File: src/rtl/bldc_pkg.sv
// ---------------------------------------------------------------------------
// bldc_pkg
// Shared types and constants for the BLDC gate driver slice.
//   leg_req_t    : what the decode logic asks a single inverter leg to do
//   leg_state_t  : per-leg FSM state (OFF / HI / LO / DEAD)
//   comm_entry_t : one commutation table row {source leg, sink leg}
//   COMM_TABLE   : the 6-step table, indexed by the commutation step
//   STEP_INVALID : first step value that is not a legal commutation step
// Leg numbering everywhere: 0 = A, 1 = B, 2 = C.
// ---------------------------------------------------------------------------
package bldc_pkg;

    typedef enum logic [1:0] {
        REQ_OFF = 2'd0,
        REQ_HI  = 2'd1,
        REQ_LO  = 2'd2
    } leg_req_t;

    typedef enum logic [1:0] {
        LEG_OFF  = 2'd0,
        LEG_HI   = 2'd1,
        LEG_LO   = 2'd2,
        LEG_DEAD = 2'd3
    } leg_state_t;

    typedef struct packed {
        logic [1:0] src;
        logic [1:0] sink;
    } comm_entry_t;

    localparam logic [2:0] STEP_INVALID = 3'd6;

    // Source leg is PWM-switched, sink leg holds its low side on.
    // Steps: A->B, A->C, B->C, B->A, C->A, C->B
    localparam comm_entry_t [0:5] COMM_TABLE = '{
        '{src: 2'd0, sink: 2'd1},
        '{src: 2'd0, sink: 2'd2},
        '{src: 2'd1, sink: 2'd2},
        '{src: 2'd1, sink: 2'd0},
        '{src: 2'd2, sink: 2'd0},
        '{src: 2'd2, sink: 2'd1}
    };

endpackage

File: src/rtl/bldc_gate_driver_if.sv
// ---------------------------------------------------------------------------
// bldc_gate_driver_if
// Bundles the control inputs and gate outputs of the BLDC gate driver.
//   enable      : 1 = bridge may conduct; falling edge clears the fault latch
//   pwm_in      : registered PWM bit from the pwm stage
//   step        : commutation step 0..5 (6,7 invalid)
//   fault_n     : synchronous gate-driver fault, active low
//   gate_hi     : high-side enables [0]=A [1]=B [2]=C
//   gate_lo     : low-side enables, same ordering
//   fault_latch : sticky fault indicator
// master = the controller side driving the inputs, slave = the gate driver.
// ---------------------------------------------------------------------------
interface bldc_gate_driver_if;

    logic       enable;
    logic       pwm_in;
    logic [2:0] step;
    logic       fault_n;
    logic [2:0] gate_hi;
    logic [2:0] gate_lo;
    logic       fault_latch;

    modport master (
        output enable, pwm_in, step, fault_n,
        input  gate_hi, gate_lo, fault_latch
    );

    modport slave (
        input  enable, pwm_in, step, fault_n,
        output gate_hi, gate_lo, fault_latch
    );

endinterface

File: src/rtl/bldc_phase_leg.sv
// ---------------------------------------------------------------------------
// bldc_phase_leg
// One inverter leg: FSM plus dead-time counter plus registered gate enables.
// Any hi<->lo swap passes through DEAD, where both switches stay off for
// DEAD_TIME cycles; a REQ_OFF aborts DEAD immediately.
// Ports:
//   i_clk, i_rst_n : clock, asynchronous active-low reset
//   i_req          : combinational request for this leg
//   o_gate_hi      : registered high-side enable
//   o_gate_lo      : registered low-side enable
// ---------------------------------------------------------------------------
module bldc_phase_leg
    import bldc_pkg::*;
#(
    parameter int DT_LEN    = 8,
    parameter int DEAD_TIME = 16
) (
    input  logic     i_clk,
    input  logic     i_rst_n,
    input  leg_req_t i_req,
    output logic     o_gate_hi,
    output logic     o_gate_lo
);

    localparam logic [DT_LEN-1:0] DEAD_LOAD = DT_LEN'(DEAD_TIME - 1);

    leg_state_t        r_state;
    leg_state_t        w_next_state;
    logic [DT_LEN-1:0] r_count;
    logic [DT_LEN-1:0] w_next_count;
    logic              r_gate_hi;
    logic              r_gate_lo;

    // Counter value loaded on entry to DEAD is DEAD_TIME-1 so that the
    // outputs are off for exactly DEAD_TIME cycles before the new side.
    always_comb begin
        w_next_state = r_state;
        w_next_count = r_count;
        case (r_state)
            LEG_OFF: begin
                if (i_req == REQ_HI) begin
                    w_next_state = LEG_HI;
                end else if (i_req == REQ_LO) begin
                    w_next_state = LEG_LO;
                end
            end
            LEG_HI: begin
                if (i_req == REQ_LO) begin
                    w_next_state = LEG_DEAD;
                    w_next_count = DEAD_LOAD;
                end else if (i_req == REQ_OFF) begin
                    w_next_state = LEG_OFF;
                end
            end
            LEG_LO: begin
                if (i_req == REQ_HI) begin
                    w_next_state = LEG_DEAD;
                    w_next_count = DEAD_LOAD;
                end else if (i_req == REQ_OFF) begin
                    w_next_state = LEG_OFF;
                end
            end
            LEG_DEAD: begin
                // Exit side follows the request present at expiry, so
                // returning to the original side still costs full dead time.
                if (i_req == REQ_OFF) begin
                    w_next_state = LEG_OFF;
                    w_next_count = '0;
                end else if (r_count == '0) begin
                    w_next_state = (i_req == REQ_HI) ? LEG_HI : LEG_LO;
                end else begin
                    w_next_count = r_count - 1'b1;
                end
            end
            default: begin
                w_next_state = LEG_OFF;
                w_next_count = '0;
            end
        endcase
    end

    always_ff @(posedge i_clk or negedge i_rst_n) begin
        if (!i_rst_n) begin
            r_state   <= LEG_OFF;
            r_count   <= '0;
            r_gate_hi <= 1'b0;
            r_gate_lo <= 1'b0;
        end else begin
            r_state   <= w_next_state;
            r_count   <= w_next_count;
            r_gate_hi <= (w_next_state == LEG_HI);
            r_gate_lo <= (w_next_state == LEG_LO);
        end
    end

    assign o_gate_hi = r_gate_hi;
    assign o_gate_lo = r_gate_lo;

endmodule

File: src/rtl/bldc_gate_driver.sv
// ---------------------------------------------------------------------------
// bldc_gate_driver
// Decodes the commutation step and PWM bit into per-leg requests, keeps the
// sticky gate-fault latch and drives three bldc_phase_leg instances.
// Ports:
//   i_clk, i_rst_n : clock, asynchronous active-low reset
//   bus            : bldc_gate_driver_if.slave (enable, pwm_in, step,
//                    fault_n in; gate_hi, gate_lo, fault_latch out)
// Configuration macro SYNC_RECT_EN:
//   defined   : source leg pulls its low side on while pwm_in=0
//               (complementary PWM, every PWM edge goes through dead time)
//   undefined : source leg floats while pwm_in=0 (diode freewheel)
// ---------------------------------------------------------------------------
module bldc_gate_driver
    import bldc_pkg::*;
#(
    parameter int DT_LEN    = 8,
    parameter int DEAD_TIME = 16
) (
    input  logic                i_clk,
    input  logic                i_rst_n,
    bldc_gate_driver_if.slave   bus
);

`ifdef SYNC_RECT_EN
    localparam leg_req_t SRC_IDLE_REQ = REQ_LO;
`else
    localparam leg_req_t SRC_IDLE_REQ = REQ_OFF;
`endif

    logic        r_enable_d;
    logic        r_fault_latch;
    logic        w_enable_fall;
    logic        w_blocked;
    comm_entry_t w_entry;
    leg_req_t    w_req [3];
    logic [2:0]  w_gate_hi;
    logic [2:0]  w_gate_lo;

    assign w_enable_fall = r_enable_d & ~bus.enable;

    // Clearing on the enable falling edge wins over a fault in the same
    // cycle; a fault still present re-latches on the following cycle.
    always_ff @(posedge i_clk or negedge i_rst_n) begin
        if (!i_rst_n) begin
            r_enable_d    <= 1'b0;
            r_fault_latch <= 1'b0;
        end else begin
            r_enable_d <= bus.enable;
            if (w_enable_fall) begin
                r_fault_latch <= 1'b0;
            end else if (!bus.fault_n) begin
                r_fault_latch <= 1'b1;
            end
        end
    end

    // A live fault_n low blocks requests directly, so the gates drop in the
    // same cycle the latch is being set.
    always_comb begin
        w_blocked = !bus.enable || r_fault_latch || !bus.fault_n ||
                    (bus.step >= STEP_INVALID);
        w_entry   = COMM_TABLE[0];
        if (bus.step < STEP_INVALID) begin
            w_entry = COMM_TABLE[bus.step];
        end
        for (int i = 0; i < 3; i++) begin
            w_req[i] = REQ_OFF;
            if (!w_blocked) begin
                if (2'(i) == w_entry.src) begin
                    w_req[i] = bus.pwm_in ? REQ_HI : SRC_IDLE_REQ;
                end else if (2'(i) == w_entry.sink) begin
                    w_req[i] = REQ_LO;
                end
            end
        end
    end

    for (genvar g = 0; g < 3; g++) begin : g_leg
        bldc_phase_leg #(
            .DT_LEN    (DT_LEN),
            .DEAD_TIME (DEAD_TIME)
        ) u_leg (
            .i_clk     (i_clk),
            .i_rst_n   (i_rst_n),
            .i_req     (w_req[g]),
            .o_gate_hi (w_gate_hi[g]),
            .o_gate_lo (w_gate_lo[g])
        );
    end

    assign bus.gate_hi     = w_gate_hi;
    assign bus.gate_lo     = w_gate_lo;
    assign bus.fault_latch = r_fault_latch;

endmodule
File: src/flat_wrapper.sv
// flat-port wrapper written by rule: the top's interface ports become plain ports
module bldc_gate_driver_flat import bldc_pkg::*;
#(
    parameter int DT_LEN    = 8,
    parameter int DEAD_TIME = 16
)
  (i_clk, i_rst_n, bus_enable, bus_pwm_in, bus_step, bus_fault_n, bus_gate_hi, bus_gate_lo, bus_fault_latch);
  bldc_gate_driver_if bus_i ();
  input  logic i_clk;
  input  logic i_rst_n;
  input wire logic [$bits(bus_i.enable)-1:0] bus_enable;
  input wire logic [$bits(bus_i.pwm_in)-1:0] bus_pwm_in;
  input wire logic [$bits(bus_i.step)-1:0] bus_step;
  input wire logic [$bits(bus_i.fault_n)-1:0] bus_fault_n;
  output wire logic [$bits(bus_i.gate_hi)-1:0] bus_gate_hi;
  output wire logic [$bits(bus_i.gate_lo)-1:0] bus_gate_lo;
  output wire logic [$bits(bus_i.fault_latch)-1:0] bus_fault_latch;
  assign bus_i.enable = bus_enable;
  assign bus_i.pwm_in = bus_pwm_in;
  assign bus_i.step = bus_step;
  assign bus_i.fault_n = bus_fault_n;
  assign bus_gate_hi = bus_i.gate_hi;
  assign bus_gate_lo = bus_i.gate_lo;
  assign bus_fault_latch = bus_i.fault_latch;
  bldc_gate_driver #(.DT_LEN(DT_LEN), .DEAD_TIME(DEAD_TIME)) u_core (.i_clk(i_clk), .i_rst_n(i_rst_n), .bus(bus_i));
endmodule
File: config.mk
export PLATFORM = sky130hd
export DESIGN_NAME = bldc_gate_driver_flat
export DESIGN_NICKNAME = d
export VERILOG_FILES = /design/src/rtl/bldc_pkg.sv /design/src/rtl/bldc_gate_driver_if.sv /design/src/rtl/bldc_phase_leg.sv /design/src/rtl/bldc_gate_driver.sv /design/src/flat_wrapper.sv
export SDC_FILE = /design/constraint.sdc
export NUM_CORES = 1
export LEC_CHECK = 0
export BUFFER_PORTS_ARGS = -buffer_cell sky130_fd_sc_hd__buf_2
export CAP_MARGIN = 15
export CORE_UTILIZATION = 50
export DETAILED_ROUTE_END_ITERATION = 16
export PLACE_DENSITY = 0.65
export SYNTH_ARGS = -nofsm -noshare
export SYNTH_HDL_FRONTEND = slang
export SYNTH_SLANG_ARGS = --single-unit
File: constraint.sdc
create_clock -name i_clk -period 2.5 [get_ports i_clk]
set_input_delay 0.5 -clock i_clk [delete_from_list [all_inputs] [get_ports i_clk]]
set_output_delay 0.5 -clock i_clk [all_outputs]
set_load 0.01 [all_outputs]
### Word-level counts from Yosys, hierarchy flattened

Memories as Yosys holds them, arrays and structs flattened.
Index checks and enable logic that the tools add are counted.

* add/subtract/negate cells: 3
* magnitude comparators: 3
* eq/ne operators: 35
* muxes and demuxes: 57
* bitwise logic cells: 3
* reductions and logical operators: 22

Operators with widths (count)
* $mux W8: 12
* $pmux W8 S3: 3
* $mux W2: 33
* $eq A2 B2 Y1 const B: 12
* $logic_not A8 Y1: 3
* $pmux W2 S4: 3
* $sub A8 B1 Y8 const B: 3
* $eq A2 B1 Y1 const B: 9
* $logic_not A2 Y1: 8
* $mux W4: 3
* $ne A2 B2 Y1 const B: 6
* $reduce_and A4 Y1: 3
* $ne A3 B3 Y1 const B: 3
* $reduce_bool A3 Y1: 3
* $eq A1 B2 Y1 const A: 2
* $eq A2 B2 Y1 const A: 2
* $ge A4 B4 Y1 const B: 1
* $not A3 Y4: 1
* $ge A3 B3 Y1 const B: 1
* $logic_or A1 B1 Y1: 3
* $lt A3 B3 Y1 const B: 1
* $mux W1: 3
* $logic_not A1 Y1: 2
* $ne A2 B1 Y1 const B: 1
* 2 further kinds: 2

* bits in registers: 38
* memory bits (read-only): 32
* input bits: 8
* word-level logic and storage cells: 138
* memories: 1

Memory list
* (name not given): words 8, bits a word 4, read ports 1, clocked after memory_dff 0, write ports 0, line bldc_gate_driver.sv:65 `w_entry = COMM_TABLE[bus.step];`

### Depth between registers and ports, before layout

* depth after elaboration: 15
* gate-level depth with buffers: 9
* depth with buffers taken out: 8

### Modules after synthesis

Synthesis repeated with hierarchy kept, for this count alone.

* cells, all modules: 283
* area, all modules: 2592.5 um2

By module, submodules not included
* bldc_phase_leg: instances 3, cells each 86, area each 784.5 um2, sequential area each 300.3 um2
* bldc_gate_driver: instances 1, cells each 25, area each 239.0 um2, sequential area each 50.0 um2

### Least setup slack after synthesis

OpenSTA, ideal clock, no wires.

* path type: input port to flip-flop
* start point: in bus_step[1]
* end point: reg u_core.g_leg[2].u_leg.r_count[5]
* arrival: 2.265 ns
* path slack: 0.140 ns
* stages: 8
* path buffers: 0
* path through: inv_1 ha_1 or4b_1 o21ai_1 nand3_1 a311oi_4 o21ai_1 o31ai_1

* longest elaborated chain between the ends: 12
* elaborated cells on any way between the ends: 22
* classes of those cells: order compare (2); eq/ne (7); mux (8); bitwise (1); reduce/logical (3); memory (1)

Ends and longest elaborated chain
* from (decl): line flat_wrapper.sv:13 `input wire logic [$bits(bus_i.step)-1:0] bus_step;`
* $not A3 Y4 (not written as such): line bldc_gate_driver.sv:65
* $mem_v2 Z8 W4
* $mux W4 (not written as such) (2 in a row): line bldc_gate_driver.sv:65
* $mux W4: line bldc_gate_driver.sv:64 `if (bus.step < STEP_INVALID) begin`
* $eq A2 B2 Y1: line bldc_gate_driver.sv:72 `end else if (2'(i) == w_entry.sink) begin`
* $mux W2: line bldc_gate_driver.sv:72
* $mux W2: line bldc_gate_driver.sv:70 `if (2'(i) == w_entry.src) begin`
* $mux W2 *: line bldc_gate_driver.sv:69 `if (!w_blocked) begin`
* $eq A2 B1 Y1, or another cell as far along: line bldc_phase_leg.sv:56 `if (i_req == REQ_HI) begin`
* $ne A2 B2 Y1 (no source line), or another cell as far along
* $reduce_and A4 Y1 (no source line) or $pmux W8 S3 (tied branches)
* to (signal assigned): line bldc_phase_leg.sv:90 `r_count <= w_next_count;`
* to (decl): line bldc_phase_leg.sv:29 `logic [DT_LEN-1:0] r_count;`

Mark *: on every way between the ends. The rest lies on a longest branch, timed or not. The select of a mux whose other input is x is not followed.
A chain may end at the register's enable or synchronous reset.

### Final worst setup path

* start point: reg u_core.g_leg[2].u_leg.r_count[4]
* end point: reg u_core.g_leg[2].u_leg.r_count[5]

* longest elaborated chain between the ends: 4
* elaborated cells on any way between the ends: 7
* classes of those cells: add/sub (1); eq/ne (1); mux (3); reduce/logical (2)

Ends and longest elaborated chain
* $sub A8 B1 Y8: line bldc_phase_leg.sv:72 `w_next_count = r_count - 1'b1;`
* $mux W8: line bldc_phase_leg.sv:69 `end else if (r_count == '0) begin`
* $mux W8: line bldc_phase_leg.sv:66 `if (i_req == REQ_OFF) begin`
* $pmux W8 S3: line bldc_phase_leg.sv:39 `case (r_state)`

Several ways; a longest one is shown, not always the timed one. The select of a mux whose other input is x is not followed.

==> results by stage <==
Run status:
- The flow ran to the end, and the final reports show no timing, DRC or antenna violations.

Drt:
- The first detailed-routing pass ran for 4 iterations.
- The number of nets still failing antenna checks after routing is 0.
- After detailed routing, the average wire length per cell comes to 14.58 um.
- After detailed routing, the total wire length is roughly 5.3 mm.
- The first-iteration detailed-routing DRC count is between 100 and 150.
- The amount of wire on met2 after detailed routing is ~2.6 mm.
- Wire segments on met3 add up to 131 um in the final route.
- In this run the top signal layer used is met4.
- The detailed-route via count is about 2100.
- Using the TritonRoute via totals, the vias-per-cell ratio works out to between 5 and 6.
- The residual DRC count is 0.
- In the final routing, the length of wire on met1 measures approximately 2.5 mm.

Power and ir drop:
- The peak supply drop is 0.2270 mV.
- The clock network is responsible for 39.2% of the overall power.
- Of the total power, registers draw roughly half.
- The analysis attributes to cell leakage a power of ~1.4 nW.
- In this run switching power makes up 25.05% of total power.
- Combinational cells account for 11.2% of the total power.
- The power per standard cell area is 467.4 nW/um^2.
- The design internal power is 966.1 uW.
- The switching power of the nets is 322.8 uW.

Flow run:
- The tool flagged a number of max-cap violations equal to 0.

CTS:
- The number of sinks driven by the clock tree is 38.
- The CTS tree is done.
- Clock tree synthesis selected as its root buffer the cell sky130_fd_sc_hd__clkbuf_8.
- Gates resized during post-CTS repair numbered 0.
- The number of buffers inserted by hold repair at cts is 0.
- The clock-pin slew of the registers on the worst-case setup and hold paths is around 0.080 ns.
- The clock latency of the later-clocked register in the worst-skew pair is between 0.2 and 0.3 ns.
- The clock passes through at most 2 buffers.
- In this run the number of H-tree levels came out at 2.
- The post-CTS setup buffer count is 0.
- The number of CTS-inserted buffers is 5.

Floorplan:
- The die covers 4967 um^2.
- Measured along the y axis, the die boundary spans 70.48 um.
- The number of top-level pins is 15.
- Measured along the x axis, the die boundary spans 70.48 um.
- The area inside the core boundary is 4444 um^2.
- The starting utilization of the core area is 52.76%.
- After floorplanning, the core was divided into 24 placement rows.

STA:
- Based on the critical path, the design can be clocked at up to around 0.42 GHz.
- The final-layout worst hold slack is 0.3111 ns.
- For the final routed database, the setup TNS stands at 0 ns.
- Between clock sinks in the finished design, the worst skew comes to approximately 0.0036 ns.
- Across all setup checks in the final design, the least slack found is 0.1047 ns.
- The number of setup violations in the final report is 0.
- Setup repair after global routing left no endpoint under its margin.
- The fraction of the cycle the final worst path needs is a little over nine tenths.
- Subtracting the final worst setup slack from the clock period gives roughly 2.4 ns.
- The final hold violation count is 0.
- For the pin with the worst max-slew slack, the measured transition is about 0.86 ns.
- The final max-slew violation count is 0.
- Headroom to the max-slew limit came out at 42.70%.

Critical path:
- Data arrives at the worst endpoint at 2.59 ns.
- Of all nets on the critical path, the largest fanout is 6.
- The first element of the critical path is u_core.g_leg[2].u_leg.r_count[4].
- STA classifies the critical path startpoint as a flip-flop.
- The setup path with the least slack is of type reg -> reg.
- The worst register-to-register path has a depth of 7.
- STA classifies the critical path endpoint as a flip-flop.
- The endpoint identified for the worst register-to-register timing path is u_core.g_leg[2].u_leg.r_count[5].
- The last element of the critical path is u_core.g_leg[2].u_leg.r_count[5].
- For flop-to-flop paths, the worst setup slack is 0.10 ns.
- Data on the critical path is required at its endpoint by ~2.7 ns.
- The startpoint of the worst register-to-register path is u_core.g_leg[2].u_leg.r_count[4].

Synth:
- The number of nets in the synthesized netlist is 289.
- The synthesized netlist devotes 28.39% of its cell area to simple gates.
- Summing the areas of all compound-gate instances in the mapped netlist gives 19.69% of the synthesized area.
- Dividing the synthesized area by the synthesized cell count gives 8.684 um^2.
- After synthesis the netlist holds a flip-flop and latch count of 38.
- The dominant combinational cell family by area after synthesis is simple AND/OR/NAND/NOR gates.
- The post-synthesis async set-or-reset flop share is between 90% and 100%.
- Summing the sequential cell areas from Yosys gives 40.55% of the chip area.
- Yosys printed 0 warnings.
- The share of synthesized area spent on multiplexers is 0%.
- The synthesized-area fraction occupied by xor and xnor cells is 0%.
- Yosys mapped a number of flops with a built-in enable equal to 0.
- The netlist uses 52 different library cells.
- The prevailing post-synth register cell is sky130_fd_sc_hd__dfrtp_1.
- After Yosys synthesis, full adders, half adders and majority gates account for 5.870% of the synthesized area.
- Synthesis handed over a netlist of between 200 and 300 instances.
- The combined area of all synthesized cells is 2345 um^2.

Placement:
- In this run the cell area measured after placement is roughly 2600 um^2.
- The pre-CTS worst setup slack is -0.09294 ns.
- Routability-driven placement finished with a final weighted congestion of ~0.85.
- The number of buffers added on ports is 14.
- Detailed placement ended at an HPWL of 3.839 mm.
- Including well taps, the total number of placed cells is 354.

Finish:
- After the flow finishes, the layout carries non-filler instances totaling 362.
- At the end of the flow, the number of nets in the layout was 328.
- The most common cell after layout, fill and taps aside is sky130_fd_sc_hd__dfrtp_1.
- In the layout the commonest cells are sky130_fd_sc_hd__dfrtp_1 (38), sky130_fd_sc_hd__nor2_1 (28), sky130_fd_sc_hd__buf_4 (28).
- The post-route netlist has 19.35% of its cells at a drive strength greater than 1.
- The number of inserted filler cells in the final layout is 405.
- The post-route standard cell area excluding fillers is 2758 um^2.
- The synthesis-to-layout area growth is 17.61%.
- The number of inserted diodes is 0.

GRT:
- Global routing consumed, over all layers together, between 20% and 30% of the routing resources.
- For this run the aggregate overflow at the end of global routing stands at 0.
- The via count of the first global-routing pass is around 2100.
- The number of antenna violations at the first check in global routing is 0.
- The pin count of the biggest net entering global routing is 39.
- The first global-routing pass estimated a little over 9 mm of wire.

Min path:
- The tightest min-delay check is of the in -> async type.
## flip-flops by register name, summed over array words and instances, names as in the netlist
signal,flops
u_core.r_enable_d,1
u_core.bus.fault_latch,1
u_core.g_leg.u_leg.r_count,24
u_core.g_leg.u_leg.o_gate_lo,3
u_core.g_leg.u_leg.o_gate_hi,3
u_core.g_leg.u_leg.r_state,6
## cell usage after synthesis, types with 2 or more instances
cell type	n	area share (%)
sky130_fd_sc_hd__nor2_1	28	4.5
sky130_fd_sc_hd__nor4_1	6	1.6
sky130_fd_sc_hd__and2_1	7	1.9
sky130_fd_sc_hd__nand2b_1	4	1.1
sky130_fd_sc_hd__nor3b_1	3	0.96
sky130_fd_sc_hd__or4_4	2	0.96
sky130_fd_sc_hd__a2bb2oi_1	2	0.75
sky130_fd_sc_hd__and3_1	3	0.80
sky130_fd_sc_hd__a21oi_1	18	3.8
sky130_fd_sc_hd__a32o_1	2	0.85
sky130_fd_sc_hd__buf_4	7	2.2
sky130_fd_sc_hd__o21ai_1	7	1.5
sky130_fd_sc_hd__a311oi_1	2	0.75
sky130_fd_sc_hd__nand2_1	25	4.0
sky130_fd_sc_hd__o211ai_1	2	0.64
sky130_fd_sc_hd__inv_1	15	2.4
sky130_fd_sc_hd__nand3_1	17	3.6
sky130_fd_sc_hd__ha_1	11	5.9
sky130_fd_sc_hd__nor2b_1	3	0.80
sky130_fd_sc_hd__a21o_1	3	0.96
sky130_fd_sc_hd__o21ai_0	10	2.1
sky130_fd_sc_hd__o22a_1	2	0.75
sky130_fd_sc_hd__nor3_1	10	2.1
sky130_fd_sc_hd__dfrtp_1	38	41
sky130_fd_sc_hd__a22oi_1	2	0.64
sky130_fd_sc_hd__clkbuf_1	3	0.48
sky130_fd_sc_hd__nand4_1	6	1.6
sky130_fd_sc_hd__or3_1	3	0.80
sky130_fd_sc_hd__a31oi_1	5	1.3
sky130_fd_sc_hd__o2bb2ai_1	2	0.75
## logic make-up (layout without fill, tap and decap cells)
| logic type | Yosys count | count (layout) |
|---|---|---|
| DFF | 38 | 38 |
| buffers and inverters | 27 | 67 |
| and+or+nand+nor | 126 | 126 |
| AOI/OAI and AO/OA | 68 | 68 |
| adders and majority gates | 11 | 11 |
## routing by layer
| layer | vias up | global-route usage, % |
|---|---|---|
| met1 | 1009 | 28.40 |
| met3 | 9 | 3.319 |
| met5 | - | 0 |
| met2 | 31 | 40.56 |
| li1 | 1062 | - |
| met4 | 0 | 10.88 |
## layout make-up
class | instances | area (um^2) | share of cell area (%)
multi-input cells | 205 | 1271 | 46.10
clock buffers | 8 | 110.1 | 3.993
repair buffers | 43 | 300.3 | 10.89
well taps | 52 | 65.06 | 2.359
inverters | 16 | 60.06 | 2.178
flip-flops and latches | 38 | 950.9 | 34.48
## worst min-delay path by stage
stage / slack [ns] / endpoint / depth (start not counted) / from
floorplan: 0.20 / u_core.bus.fault_latch / 0 / i_rst_n
detailed placement: 0.41 / u_core.bus.fault_latch / 1 / u_core.r_enable_d
global route: 0.35 / u_core.r_enable_d / 1 / bus_enable
CTS: 0.34 / u_core.g_leg[2].u_leg.o_gate_lo / 1 / i_rst_n
global placement: 0.41 / u_core.bus.fault_latch / 1 / u_core.r_enable_d
finish: 0.31 / u_core.g_leg[2].u_leg.o_gate_lo / 1 / i_rst_n
## power groups by stage
stage / clock (mW) / sequential (mW) / combinational, mW
2_1_floorplan: 0 / 0.649 / 0.0778
3_3_place_gp: 0 / 0.652 / 0.141
3_5_place_dp: 0 / 0.652 / 0.143
4_1_cts: 0.512 / 0.639 / 0.144
5_1_grt: 0.532 / 0.642 / 0.164
6_report: 0.505 / 0.640 / 0.144
## metrics by stage
stage                     power [mW]  utilization [%]
after floorplan               0.7270                -
after global placement        0.7926            59.43
after detailed placement      0.7948            59.43
after CTS                      1.296            61.91
after global routing           1.338            62.05
final                          1.289            62.05
## critical path, stage by stage (launching register included)
cell,delay [ns]
sky130_fd_sc_hd__dfrtp_1,0.44
sky130_fd_sc_hd__or4_4,0.57
sky130_fd_sc_hd__or4_4,0.52
sky130_fd_sc_hd__and3_1,0.21
sky130_fd_sc_hd__a311oi_4,0.22
sky130_fd_sc_hd__buf_4,0.18
sky130_fd_sc_hd__o21ai_1,0.07
sky130_fd_sc_hd__o31ai_1,0.07
Power figures use the tool's default switching activity.
